===== config.mk =====
export PLATFORM = sky130hd
export DESIGN_NAME = uart_tx_sched
export DESIGN_NICKNAME = d
export VERILOG_FILES = /design/src/rtl/uart_tx_sched.sv
export SDC_FILE = /design/constraint.sdc
export NUM_CORES = 1
export LEC_CHECK = 0
export ABC_AREA = 1
export CAP_MARGIN = 20
export CORE_MARGIN = 2
export CORE_UTILIZATION = 45
export CTS_CLUSTER_SIZE = 8
export DETAILED_ROUTE_END_ITERATION = 12
export HOLD_SLACK_MARGIN = 0.02
export PLACE_DENSITY = 0.72
export SYNTH_ARGS = -nofsm -noshare
export SYNTH_HDL_FRONTEND = slang
export SYNTH_SLANG_ARGS = --single-unit

===== constraint.sdc =====
create_clock -name clk -period 2.2 [get_ports clk]
set_input_delay 0.22 -clock clk [delete_from_list [all_inputs] [get_ports clk]]
set_output_delay 0.22 -clock clk [all_outputs]
set_load 0.03 [all_outputs]

===== src/rtl/uart_tx_sched.sv =====
// rtl/uart_tx_sched.sv - two-requester round-robin UART transmitter (8N1/8N2, LSB first)
//
// Ports:
//   clk          system clock, all state changes on the rising edge
//   rst          synchronous active-high reset
//   bclk         one-cycle baud tick, one tick per bit period
//   req0, data0  requester 0 request level and byte (byte sampled at acceptance)
//   ack0         one-cycle pulse after requester 0's byte is captured
//   req1, data1  requester 1 request level and byte (byte sampled at acceptance)
//   ack1         one-cycle pulse after requester 1's byte is captured
//   tx           serial line, idle high
//   busy         high from the acceptance edge until the last stop tick
//   grant        requester owning the current or most recent frame

module uart_tx_sched #(
    parameter int STOP_BITS = 1
) (
    input  logic       clk,
    input  logic       rst,
    input  logic       bclk,
    input  logic       req0,
    input  logic [7:0] data0,
    output logic       ack0,
    input  logic       req1,
    input  logic [7:0] data1,
    output logic       ack1,
    output logic       tx,
    output logic       busy,
    output logic       grant
);

    typedef enum logic [2:0] {
        IDLE,
        SYNC,
        START,
        DATA,
        STOP
    } state_t;

    localparam logic [2:0] STOP_LAST = 3'(STOP_BITS - 1);

    state_t     state, state_d;
    logic [7:0] shreg, shreg_d;
    logic [2:0] cnt, cnt_d;
    logic       last, last_d;
    logic       tx_d, busy_d, ack0_d, ack1_d, grant_d;
    logic       win;

    always_comb begin
        state_d = state;
        shreg_d = shreg;
        cnt_d   = cnt;
        last_d  = last;
        tx_d    = tx;
        busy_d  = busy;
        ack0_d  = 1'b0;
        ack1_d  = 1'b0;
        grant_d = grant;
        // Contention goes to whoever was not served last; a lone request wins outright.
        win     = (req0 & req1) ? ~last : req1;

        case (state)
            IDLE: begin
                tx_d   = 1'b1;
                busy_d = 1'b0;
                if (req0 | req1) begin
                    shreg_d = win ? data1 : data0;
                    grant_d = win;
                    last_d  = win;
                    ack0_d  = ~win;
                    ack1_d  = win;
                    busy_d  = 1'b1;
                    state_d = SYNC;
                end
            end
            // Only entered after acceptance, so a tick coinciding with acceptance is never seen here.
            SYNC: begin
                if (bclk) begin
                    tx_d    = 1'b0;
                    state_d = START;
                end
            end
            START: begin
                if (bclk) begin
                    tx_d    = shreg[0];
                    shreg_d = {1'b0, shreg[7:1]};
                    cnt_d   = 3'd0;
                    state_d = DATA;
                end
            end
            DATA: begin
                if (bclk) begin
                    if (cnt == 3'd7) begin
                        tx_d    = 1'b1;
                        cnt_d   = 3'd0;
                        state_d = STOP;
                    end else begin
                        tx_d    = shreg[0];
                        shreg_d = {1'b0, shreg[7:1]};
                        cnt_d   = cnt + 3'd1;
                    end
                end
            end
            STOP: begin
                if (bclk) begin
                    if (cnt == STOP_LAST) begin
                        busy_d  = 1'b0;
                        cnt_d   = 3'd0;
                        state_d = IDLE;
                    end else begin
                        cnt_d = cnt + 3'd1;
                    end
                end
            end
            default: state_d = IDLE;
        endcase
    end

    always_ff @(posedge clk) begin
        if (rst) begin
            state <= IDLE;
            shreg <= 8'd0;
            cnt   <= 3'd0;
            last  <= 1'b1;
            tx    <= 1'b1;
            busy  <= 1'b0;
            ack0  <= 1'b0;
            ack1  <= 1'b0;
            grant <= 1'b0;
        end else begin
            state <= state_d;
            shreg <= shreg_d;
            cnt   <= cnt_d;
            last  <= last_d;
            tx    <= tx_d;
            busy  <= busy_d;
            ack0  <= ack0_d;
            ack1  <= ack1_d;
            grant <= grant_d;
        end
    end

endmodule


* After elaboration in Yosys (flattened, before gate mapping) *
Cells that the tools add are included.

word-level totals
  register bits = 20
  input port bits = 21
  output and inout port bits = 5
  word-level logic and storage cells = 72

cells by class
  add/subtract/negate cells = 1
  equal/unequal tests = 13
  multiplexer cells = 30
  bitwise gates (word level) = 6
  reductions and logical operators = 13

operators with widths
  cell                   number
  $mux W8                5
  $mux W3                12
  $pmux W8 S3            1
  $ne A2 B2 Y1 const B   8
  $pmux W3 S5            1
  $pmux W3 S3            1
  $mux W1                8
  $reduce_and A4 Y1      2
  $reduce_and A7 Y1      1
  $eq A3 B2 Y1 const B   2
  $eq A3 B3 Y1 const B   2
  $logic_not A3 Y1       2
  $reduce_bool A3 Y1     2
  $reduce_and A5 Y1      1
  $not A1 Y1             4
  $pmux W1 S4            1
  $reduce_bool A4 Y1     1
  $add A3 B1 Y3 const B  1
  $eq A3 B1 Y1 const B   1
  $reduce_and A3 Y1      1
  $reduce_or A3 Y1       1
  $pmux W1 S2            1
  $reduce_and A2 Y1      1
  $reduce_bool A2 Y1     1
  2 further kinds        2

* Logic depth before layout (Yosys ltp) *
  depth after elaboration = 5
  depth in mapped cells = 10
  gate-level depth less buffers = 9

* Least setup slack after synthesis *
OpenSTA, ideal clock, no wires.

  kind = register to register
  from = register cnt[0]
  to = register shreg[0]
  library setup time = 0.113 ns
  arrival = 1.149 ns
  data required time = 2.087 ns
  path slack = 0.938 ns
  stages on the path, launching flop included = 8
  buffers on the path = 1
  period minus slack after synthesis = 1.262 ns
  path through = dfxtp_1 -> ha_1 -> ha_1 -> nand2_2 -> nand3_4 -> buf_6 -> nor2_1 -> nor2_1

on the way
  longest elaborated chain between the ends = 3

ends and longest elaborated chain
  item                                RTL line  RTL
  start: declaration                  44        logic [2:0] cnt, cnt_d;
  start signal: assignment            133       cnt <= cnt_d;
  $eq A3 B3 Y1                        93        if (cnt == 3'd7) begin
  $ne A2 B2 Y1 (no source line)       -
  $reduce_and A5 Y1 (no source line)  -
  end signal: assignment              132       shreg <= shreg_d;
  end: declaration                    43        logic [7:0] shreg, shreg_d;

No other way between the ends.
A chain may end at the register's enable or synchronous reset.

* Worst setup path in the final report *
  from = register state[2]
  to = register shreg[5]

on the way
  longest elaborated chain between the ends = 3
  elaborated cells on any way between the ends = 10
  those cells by class = eq/ne (6); mux (1); reduce/logical (3)

ends and longest elaborated chain
  item                                                                        RTL line  RTL
  start: declaration                                                          42        state_t state, state_d;
  start signal: assignment                                                    131       state <= state_d;
  $eq A3 B2 Y1 / $logic_not A3 Y1 (equally long branches)                     62        case (state)
  $ne A2 B2 Y1 (no source line) / $reduce_bool A3 Y1 (equally long branches)  -
  $reduce_and A5 Y1 (no source line)                                          -

Several ways; a longest one is shown, not always the timed one.

==> results.yml <==
timing:
  hold_violations: 0
  skew_ns: 0.01627
  fin_setup_tns_ns: 0
  slew_headroom_pct: 72.35
  setup_violations: 0
  min_period_ns: 1.611
  worst_pin_slew_ns: 0.4144
  finalMaxSlewViolations: 0
  min_period_over_period_pct: 73.24
  rsz0062_at_grt: "no"
  max_freq_mhz: 620.6
detailed_routing:
  drt-total-wl_um: 2530
  drtPass1Iterations: 4
  route.detailed.drc: 0
  via_count: 1200
  ant_nets: 0
  routedWlPerCell_um: 10.16
  drt_iter0_markers: 40
  viasPerCell: 4.819
cells_and_area:
  layout_common_cells: "nand2_1 (64), nor2_1 (27), clkdlybuf4s50_1 (25), inv_1 (23), dfxtp_1 (20)"
  layout_commonest_cell: "nand2_1"
  antennaDiodeCount: 0
  syn2layout_area_growth_pct: 22.95
  post-route-util_pct: 59.52
  drive_gt1_share_pct: 11.42
  final_nets: 244
  stdcell_area_um2: 1501
power_and_ir_drop:
  irDropWorstVdd_v: 0.0009820
  p_leak_uw: 0.0007479
  power.density_nw_per_um2: 1122
cts:
  htreeDepth: 1
  clk_pin_slew_ns: 0.12
  cts_max_path_buffers: 2
  numCtsBuffers: 3
  cts_repair_resize_count: 0
  insertion_delay_ns: 0.30
  clkSinkCount: 20
  ctsHoldBuffers: 0
  cts_tree: "built"
  post_cts_buffers: 0
  cts_root_buffer: "clkbuf_4"
yosys:
  ys_seq_elements: 20
  seq_area_frac_synth_pct: 32.79
  syn_inst: 196
  syn_area_um2: 1221
  syn_nets: 220
  yosysWarningCount: 0
  syn_avg_cell_area_um2: 6.230
  yosysUniqueCellTypes: 25
min_path:
  holdPathStages: 2
  hold_path_class: "reg -> reg"
  holdCritStartpoint: "grant$_SDFFE_PP0P_"
  hold_end: "grant$_SDFFE_PP0P_"
critical_path:
  rr_worst_depth: 7
  critical_path_class: "reg -> reg"
  cp.arrival_ns: 1.80
  r2r-end: "shreg[5]$_SDFFE_PP0P_"
  regToRegStartpoint: "state[2]$_SDFFE_PP0P_"
  end_kind: "register"
  ff2ff_setup_slack_ns: 0.59
  crit_path_max_fanout: 16
  required_ns: 2.39
  cp.buffers_inverters: 1
  cp_slowest_cell: "dfxtp_1"
  worst_path_largest_cell_delay_ns: 0.57
  crit_chain: "inv_2 > nand3_2 > nand2_2 > nand2_2 > nand3_4 > nor2_1 > nor2_1"
  start_kind: "register"
  critical-path-top-delay-family: "simple AND/OR/NAND/NOR gates"
job:
  drv_cap: 0
grt:
  antenna_found_initial: 0
  grt_max_degree: 17
  track_usage_pct: 17.03
  grt_pass1_vias: 1129
  grt_overflow: 0
  grt_pass1_wl_um: 4436
placed_design:
  port_buffers: 25
  routabilityCongestion: 0.9064
  dpl_cell_area_um2: 1465
  hpwl_um: 1926
die:
  die_w_um: 56.10
  coreArea_um2: 2522
  rows: 18
  io_pins: 26
  die_y_um: 56.10
  die-area_um2: 3147
  start_util_pct: 48.41
outcome:
  run_status: "finished, final reports clean"
## flip-flops by register name, summed over array words and instances (netlist names)
signal and count:
ack1 1, ack0 1, busy 1, state 3
grant 1, shreg 8, last 1, tx 1
cnt 3
## metal layers
metal / up-vias / part of all wire (%) / GRT usage (%)
met3: 4 / 5.3 / 3.488
li1: 646 / - / -
met4: 0 / 0.99 / 5.782
met2: 32 / 47 / 29.58
met1: 518 / 46 / 20.74
met5: - / 0 / 0
## stage by stage
step	hold WS [ns]	cells	total power, µW	setup slack (ns)
after floorplan	0.3845	196	1321	0.9380
after global placement	0.4397	245	1458	0.4950
after detailed placement	0.4578	245	1482	0.4288
after CTS	0.4781	249	1702	0.5980
after global routing	0.5016	249	1876	0.4386
final	0.4776	249	1685	0.5887
## power by group
| group | total [µW] | switching, µW | internal [µW] | leakage [µW] |
|---|---|---|---|---|
| Clock | 212 | 111 | 101 | 0.0000210 |
| Sequential | 579 | 98.1 | 481 | 0.000165 |
| Combinational | 893 | 560 | 333 | 0.000562 |
| Total | 1680 | 770 | 915 | 0.000748 |
## worst min-delay path, delay by kind of cell, from the launching register on
family | cells | cell delay, ns
AO/OA/AOI/OAI | 1 | 0.05
AND/OR/NAND/NOR | 1 | 0.06
flip-flops | 1 | 0.33
## worst max-delay path by stage
stage	startpoint	to	slack (ns)	depth (start not counted)
finish	state[2]$_SDFFE_PP0P_	shreg[5]$_SDFFE_PP0P_	0.59	7
global placement	req1	shreg[5]$_SDFFE_PP0P_	0.49	7
detailed placement	req1	shreg[5]$_SDFFE_PP0P_	0.43	7
floorplan	cnt[0]$_SDFFE_PP0P_	shreg[0]$_SDFFE_PP0P_	0.94	7
CTS	state[2]$_SDFFE_PP0P_	shreg[5]$_SDFFE_PP0P_	0.60	7
global route	state[2]$_SDFFE_PP0P_	shreg[3]$_SDFFE_PP0P_	0.44	8
## layout make-up
type | count | area (µm²)
repair buffers | 25 | 250.2
clock buffers | 4 | 36.28
well taps | 30 | 37.54
fillers | 257 | 1021
flip-flops and latches | 20 | 400.4
multi-input cells | 143 | 673.1
inverters | 27 | 103.9
## cell families (layout without fill, tap and decap cells)
family | count (synthesis) | in the layout | synth area share, %
AO/OA/AOI/OAI | 13 | 13 | 5.738
adder cells (fa/ha/maj) | 3 | 3 | 3.074
buffers and inverters | 33 | 56 | 12.09
flip-flops | 20 | 20 | 32.79
AND/OR/NAND/NOR | 127 | 127 | 46.31
## synthesized netlist by cell type
master,n,area (µm²)
nand2_1,64,240.2
nor2_1,27,101.4
inv_1,23,86.33
dfxtp_1,20,400.4
nand3_1,14,70.07
a21oi_1,8,40.04
or2_2,7,43.79
nand2_2,4,25.02
ha_1,3,37.54
inv_2,3,11.26
nor2_2,3,18.77
buf_2,2,10.01
buf_6,2,22.52
nand3_2,2,20.02
nand4_1,2,12.51
nor3_1,2,10.01
o21ai_0,2,10.01
buf_4,1,7.510
clkbuf_1,1,3.750
inv_4,1,6.260
nand3_4,1,17.52
o21ai_1,1,5.000
o21bai_1,1,7.510
o31ai_1,1,7.510
or2_1,1,6.260
Power figures use the tool's default switching activity.
